==> src/rtl/convolucion_p3.sv <==
// convolucion_p3: full linear convolution Z = Y * H over external synchronous-read RAMs,
// with runtime sizes, signed/unsigned operands, saturating or wrapping output and abort.
module convolucion_p3 #(
   parameter int unsigned DATA_WIDTH        = 8,
   parameter int unsigned DATA_WIDTH_OUT    = 16,
   parameter int unsigned ADDRESS_WIDTH     = 5,
   parameter int unsigned ADDRESS_WIDTH_OUT = 6,
   parameter int unsigned READ_LATENCY      = 1
) (
   input  logic                         clk,
   input  logic                         rst,
   input  logic                         start_i,
   input  logic                         abort_i,
   input  logic                         signed_i,
   input  logic                         sat_i,
   input  logic [ADDRESS_WIDTH:0]       size_y_i,
   input  logic [ADDRESS_WIDTH:0]       size_h_i,
   input  logic [DATA_WIDTH-1:0]        data_y_i,
   input  logic [DATA_WIDTH-1:0]        data_h_i,
   output logic [ADDRESS_WIDTH-1:0]     mem_y_addr_o,
   output logic [ADDRESS_WIDTH-1:0]     mem_h_addr_o,
   output logic [ADDRESS_WIDTH_OUT-1:0] mem_z_addr_o,
   output logic [DATA_WIDTH_OUT-1:0]    data_z_o,
   output logic                         write_o,
   output logic                         busy_o,
   output logic                         done_o
);

   localparam int unsigned ACC = 2 * DATA_WIDTH + ADDRESS_WIDTH + 1;
   // Index width holds i up to Ly+Lh-2 and the intermediate i+1-Ly without overflow.
   localparam int unsigned IW  = ADDRESS_WIDTH + 2;

   localparam logic [DATA_WIDTH_OUT-1:0] SMAX = {1'b0, {(DATA_WIDTH_OUT-1){1'b1}}};
   localparam logic [DATA_WIDTH_OUT-1:0] SMIN = {1'b1, {(DATA_WIDTH_OUT-1){1'b0}}};
   localparam logic [DATA_WIDTH_OUT-1:0] UMAX = {DATA_WIDTH_OUT{1'b1}};

   typedef enum logic [2:0] {StIdle, StFetch, StDrain, StWrite, StDone} state_t;

   state_t                  state;
   logic                    sgn_mode;
   logic                    sat_mode;
   logic [IW-1:0]           len_y;
   logic [IW-1:0]           len_h;
   logic [IW-1:0]           last_i;
   logic [IW-1:0]           i_idx;
   logic [IW-1:0]           j_idx;
   logic [IW-1:0]           j_end;
   logic [1:0]              drain_cnt;
   logic [READ_LATENCY-1:0] vld;
   logic [ACC-1:0]          acc;
   logic                    wr_pulse;
   logic                    done_pulse;

   logic [ACC-1:0]          ext_y;
   logic [ACC-1:0]          ext_h;
   logic [ACC-1:0]          prod;
   logic [ACC-1:0]          acc_sum;
   logic [DATA_WIDTH_OUT-1:0] z_val;
   logic [IW-1:0]           i_nxt;
   logic [IW-1:0]           j_lo;
   logic [IW-1:0]           j_hi;
   logic [IW-1:0]           j_inc;

   assign ext_y   = {{(ACC-DATA_WIDTH){sgn_mode & data_y_i[DATA_WIDTH-1]}}, data_y_i};
   assign ext_h   = {{(ACC-DATA_WIDTH){sgn_mode & data_h_i[DATA_WIDTH-1]}}, data_h_i};
   // Modular ACC-bit product is exact for both signed and unsigned operands.
   assign prod    = ext_y * ext_h;
   assign acc_sum = vld[READ_LATENCY-1] ? acc + prod : acc;

   always_comb begin
      z_val = acc_sum[DATA_WIDTH_OUT-1:0];
      if (sat_mode) begin
         if (sgn_mode) begin
            if (!acc_sum[ACC-1] && (|acc_sum[ACC-2:DATA_WIDTH_OUT-1])) begin
               z_val = SMAX;
            end else if (acc_sum[ACC-1] && !(&acc_sum[ACC-2:DATA_WIDTH_OUT-1])) begin
               z_val = SMIN;
            end
         end else if (|acc_sum[ACC-1:DATA_WIDTH_OUT]) begin
            z_val = UMAX;
         end
      end
   end

   // Term range for the next output index: j in [max(0, i-Ly+1), min(i, Lh-1)].
   assign i_nxt = i_idx + IW'(1);
   assign j_lo  = (i_nxt >= len_y) ? (i_nxt - len_y + IW'(1)) : '0;
   assign j_hi  = (i_nxt < (len_h - IW'(1))) ? i_nxt : (len_h - IW'(1));
   assign j_inc = j_idx + IW'(1);

   always_ff @(posedge clk) begin
      if (rst) begin
         state        <= StIdle;
         sgn_mode     <= 1'b0;
         sat_mode     <= 1'b0;
         len_y        <= '0;
         len_h        <= '0;
         last_i       <= '0;
         i_idx        <= '0;
         j_idx        <= '0;
         j_end        <= '0;
         drain_cnt    <= '0;
         vld          <= '0;
         acc          <= '0;
         wr_pulse     <= 1'b0;
         done_pulse   <= 1'b0;
         mem_y_addr_o <= '0;
         mem_h_addr_o <= '0;
         mem_z_addr_o <= '0;
         data_z_o     <= '0;
      end else begin
         vld[0] <= (state == StFetch);
         for (int k = 1; k < int'(READ_LATENCY); k++) begin
            vld[k] <= vld[k-1];
         end
         if ((state != StIdle) && abort_i) begin
            state      <= StIdle;
            vld        <= '0;
            acc        <= '0;
            wr_pulse   <= 1'b0;
            done_pulse <= 1'b0;
         end else begin
            unique case (state)
               StIdle: begin
                  if (start_i) begin
                     sgn_mode <= signed_i;
                     sat_mode <= sat_i;
                     len_y    <= IW'(size_y_i);
                     len_h    <= IW'(size_h_i);
                     last_i   <= IW'(size_y_i) + IW'(size_h_i) - IW'(2);
                     acc      <= '0;
                     if ((size_y_i == '0) || (size_h_i == '0)) begin
                        state      <= StDone;
                        done_pulse <= 1'b1;
                     end else begin
                        state        <= StFetch;
                        i_idx        <= '0;
                        j_idx        <= '0;
                        j_end        <= '0;
                        mem_y_addr_o <= '0;
                        mem_h_addr_o <= '0;
                     end
                  end
               end
               StFetch: begin
                  acc <= acc_sum;
                  if (j_idx == j_end) begin
                     state     <= StDrain;
                     drain_cnt <= '0;
                  end else begin
                     j_idx        <= j_inc;
                     mem_h_addr_o <= j_inc[ADDRESS_WIDTH-1:0];
                     mem_y_addr_o <= ADDRESS_WIDTH'(i_idx - j_inc);
                  end
               end
               StDrain: begin
                  if (drain_cnt == 2'(READ_LATENCY - 1)) begin
                     state        <= StWrite;
                     data_z_o     <= z_val;
                     mem_z_addr_o <= ADDRESS_WIDTH_OUT'(i_idx);
                     wr_pulse     <= 1'b1;
                     acc          <= '0;
                  end else begin
                     acc       <= acc_sum;
                     drain_cnt <= drain_cnt + 2'd1;
                  end
               end
               StWrite: begin
                  wr_pulse <= 1'b0;
                  if (i_idx == last_i) begin
                     state      <= StDone;
                     done_pulse <= 1'b1;
                  end else begin
                     state        <= StFetch;
                     i_idx        <= i_nxt;
                     j_idx        <= j_lo;
                     j_end        <= j_hi;
                     mem_h_addr_o <= j_lo[ADDRESS_WIDTH-1:0];
                     mem_y_addr_o <= ADDRESS_WIDTH'(i_nxt - j_lo);
                  end
               end
               StDone: begin
                  done_pulse <= 1'b0;
                  state      <= StIdle;
               end
               default: state <= StIdle;
            endcase
         end
      end
   end

   // An abort arriving during WRITE or DONE must kill that cycle's pulse.
   assign write_o = wr_pulse & ~abort_i;
   assign done_o  = done_pulse & ~abort_i;
   assign busy_o  = (state != StIdle);

endmodule
==> config.mk <==
export PLATFORM = sky130hd
export DESIGN_NAME = convolucion_p3
export DESIGN_NICKNAME = d
export VERILOG_FILES = /design/src/rtl/convolucion_p3.sv
export SDC_FILE = /design/constraint.sdc
export NUM_CORES = 1
export LEC_CHECK = 0
export BUFFER_PORTS_ARGS = -buffer_cell sky130_fd_sc_hd__clkbuf_2
export CORE_MARGIN = 2
export CORE_UTILIZATION = 55
export DETAILED_ROUTE_END_ITERATION = 8
export MAX_ROUTING_LAYER = met4
export PLACE_DENSITY = 0.84
export SYNTH_ARGS = -nofsm -noshare
export SYNTH_HDL_FRONTEND = slang
export SYNTH_SLANG_ARGS = --single-unit
==> constraint.sdc <==
create_clock -name clk -period 10 [get_ports clk]
set_clock_uncertainty 0.15 [all_clocks]
set_input_delay 2.5 -clock clk [delete_from_list [all_inputs] [get_ports clk]]
set_output_delay 2.5 -clock clk [all_outputs]
set_load 0.01 [all_outputs]
==> results.py <==
metrics = {
    "outcome": {
        "status": "finished, final reports clean",
    },
    "final_layout": {
        "drive_above_1_share": 0.139,
        "utilization": 0.617,
        "fill_cells": 1469,
        "final_nets": 1470,
        "multi_input_area_sq_um": 7270,
        "final-seq-area_sq_um": 1980,
        "diodes": 0,
        "syn2layout_area_growth_pct": 10.7,
        "fin_area_sq_um": 11000,
    },
    "timing": {
        "hold_viol_final": 0,
        "fmax_ghz": 0.103,
        "worst_pin_slew_ps": 1160,
        "slew_violations": 0,
        "setup_violations": 0,
        "slew_headroom": 0.229,
        "finalCritPeriodShare": 0.972,
        "min_period_ps": 9720,
    },
    "critical_path": {
        "crit_fanout": 7,
        "slowest_delay_ps": 520,
        "worstPathArrival_ps": 9880,
        "worstPathRequired_ps": 10160,
        "rr_startpoint": "sgn_mode",
        "cp_common_cell": "fa_1",
        "end_kind": "register",
        "critPathLaunch": "data_h_i[7]",
        "critPathSlowestCell": "fa_1",
        "crit_path_start_kind": "input pin",
        "critPathKind": "input pin to register",
    },
    "power_and_ir_drop": {
        "pwr-share-comb": 0.683,
        "p_switching_mw": 1.26,
        "powerDensity_nw_per_um2": 237,
        "p_clk_frac": 0.131,
        "seqPwrFrac": 0.186,
        "peakVddDrop_mv": 0.137,
        "leakage_nw": 5.32,
        "p_int_mw": 1.36,
        "swShare": 0.479,
    },
    "run": {
        "drv_cap": 0,
    },
    "drt": {
        "wl_per_cell_microns": 15.8,
        "drc": 0,
        "dr_total_vias": 8678,
        "drt_first_pass_iters": 5,
        "drt_wl_total_microns": 23500,
        "ant_nets": 0,
        "via_per_inst": 5.82,
        "drt-initial-drc-count": 718,
    },
    "floorplanning": {
        "die_h_microns": 139,
        "core.rowCount": 49,
        "coreArea_sq_um": 17900,
        "dieWidth_microns": 139,
        "start_util": 0.557,
        "dieArea_sq_um": 19200,
        "ios": 69,
    },
    "clock_network": {
        "cts_tree": "built",
        "htreeDepth": 3,
        "cts_sinks": 99,
        "clk_latency_ps": 360,
        "cts-root-buf": "clkbuf_16",
        "clkTransAtPathRegs_ps": 80,
        "cts_made_buffers": 9,
        "clockBufferDepth": 2,
    },
    "yosys": {
        "async_flop_share": 0,
        "avgSynthCellArea_sq_um": 8.31,
        "ys_warn_count": 0,
        "synth-seq-area-share": 0.199,
        "synth_edf_count": 0,
        "synth_cells": 1200,
        "synth-main-ff-cell": "dfxtp_1",
        "synth_seq_cells": 99,
        "syn_nets": 1412,
        "synth_area_sq_um": 9970,
        "ys_types": 76,
    },
    "worst_hold_path": {
        "min_path_type": "register to register",
        "hp-start": "len_y[5]",
    },
    "global_route": {
        "antenna_found_initial": 0,
        "grt_pass1_vias": 8416,
        "overflow": 0,
        "grt.total_usage": 0.255,
        "grt_pass1_wl_microns": 40100,
        "grt_start_max_net_pins": 62,
    },
    "placement": {
        "portBuffers": 68,
        "dp_hpwl_microns": 18200,
        "place_area_sq_um": 10600,
        "globalplace.congestion": 0.972,
    },
}
==> cells in the final DEF (no fill, tap or decap), types with 5 or more instances in the layout <==
cell type / Yosys / final
nor2_1: 100 / 100
xor2_1: 26 / 26
clkbuf_2: 0 / 67
nand3_1: 17 / 16
nor3_1: 23 / 23
o31a_1: 6 / 6
o22ai_1: 7 / 7
o21a_1: 6 / 6
buf_4: 5 / 37
a211oi_1: 7 / 7
nand4_1: 8 / 8
inv_1: 147 / 144
clkbuf_16: 0 / 10
nor2b_1: 5 / 5
and2_1: 44 / 42
nand2_1: 129 / 127
fa_1: 76 / 75
mux2_2: 10 / 10
ha_1: 102 / 99
a22oi_1: 28 / 28
and3_1: 12 / 12
a21o_1: 28 / 28
a21oi_1: 84 / 82
o21ai_0: 21 / 20
xnor2_1: 48 / 48
mux2i_1: 10 / 10
nand2b_1: 6 / 6
dfxtp_1: 99 / 99
a221o_1: 12 / 12
==> synth_stat cells (6+ instances only) <==
| cell type | count | area, sq um |
|---|---|---|
| dfxtp_1 | 99 | 1980 |
| o21ai_0 | 21 | 105 |
| clkbuf_1 | 48 | 180 |
| nor2_1 | 100 | 375 |
| mux2_2 | 10 | 113 |
| o31a_1 | 6 | 52.6 |
| a22oi_1 | 28 | 210 |
| a211oi_1 | 7 | 52.6 |
| and2_1 | 44 | 275 |
| nand3_1 | 17 | 85.1 |
| a21o_1 | 28 | 210 |
| fa_1 | 76 | 1520 |
| o21a_1 | 6 | 45.0 |
| a21oi_1 | 84 | 420 |
| xor2_1 | 26 | 228 |
| nor3_1 | 23 | 115 |
| xnor2_1 | 48 | 420 |
| inv_1 | 147 | 552 |
| and3_1 | 12 | 75.1 |
| nand4_1 | 8 | 50.1 |
| mux2i_1 | 10 | 100 |
| ha_1 | 102 | 1280 |
| nand2_1 | 129 | 484 |
| a221o_1 | 12 | 120 |
| nand2b_1 | 6 | 37.5 |
| o22ai_1 | 7 | 43.8 |
==> timing repair <==
action	in CTS	in global routing
resized for setup	0	17
hold buffers	0	0
hold endpoints to repair	0	0
setup buffers	0	5
endpoints found under the setup margin	0	16
==> registers in the layout (all words and copies together) (netlist names) <==
register,flops
data_z_o,16
len_h,6
done_pulse,1
wr_pulse,1
i_idx,7
mem_y_addr_o,5
acc,22
drain_cnt,2
sat_mode,1
vld,1
sgn_mode,1
last_i,7
j_idx,3
mem_h_addr_o,4
j_end,7
len_y,6
state,3
mem_z_addr_o,6
==> critical path, delay by kind of cell <==
kind,cells,cell delay [ps]
XOR/XNOR,2,500
AO/OA/AOI/OAI,11,2210
AND/OR/NAND/NOR,7,1140
buffers and inverters,6,520
adder cells (fa/ha/maj),7,3010
==> final cells by class <==
class,instances,area share
multi-input combinational,894,0.658
sequential,99,0.179
timing repair buffer,107,0.0601
inverter,147,0.0500
tap,229,0.0259
clock buffer,9,0.0204
clock inverter,7,0.00601
==> kinds of logic after synthesis <==
group                      share of synthesized area
buffers and inverters                         0.0818
DFF                                            0.199
adders and majority gates                      0.281
AOI/OAI and AO/OA                              0.175
muxes                                         0.0213
xor gates and xnor gates                      0.0674
and+or+nand+nor                                0.175
==> path summary, 6_finish.rpt <==
path / end / slack, ps / depth (start not counted)
max: data_z_o[0] / 280 / 33
min reg2reg: len_y[5] / 310 / 2
min: len_y[5] / 310 / 2
max reg2reg: data_z_o[0] / 1700 / 32
==> metal layers <==
metal | track usage | vias to the layer above | wire (microns)
li1 | - | 4156 | -
met1 | 0.347 | 4127 | 10300
met4 | 0.0500 | 0 | 390
met5 | - | - | 0
met3 | 0.0366 | 40 | 1760
met2 | 0.411 | 355 | 11000
==> metrics by stage <==
stage          setup TNS [ps]  total power [mW]  setup slack, ps  hold WS [ps]  instances
3_5_place_dp            -3820              2.20             -292           299       1470
3_3_place_gp            -12.3              2.15            -3.82           294       1470
5_1_grt                  -514              2.86            -69.8           322       1492
2_1_floorplan               0              1.78             57.9           286       1200
4_1_cts                     0              2.55             79.6           309       1486
6_report                    0              2.62              279           308       1492
==> power groups by stage <==
stage                     clock network (mW)  registers [mW]  logic [mW]
after floorplan                            0           0.481        1.30
after detailed placement                   0           0.494        1.70
after global placement                     0           0.492        1.65
after CTS                              0.346           0.486        1.72
final                                  0.343           0.488        1.79
after global routing                   0.365           0.494        2.00
Power figures use the tool's default switching activity.
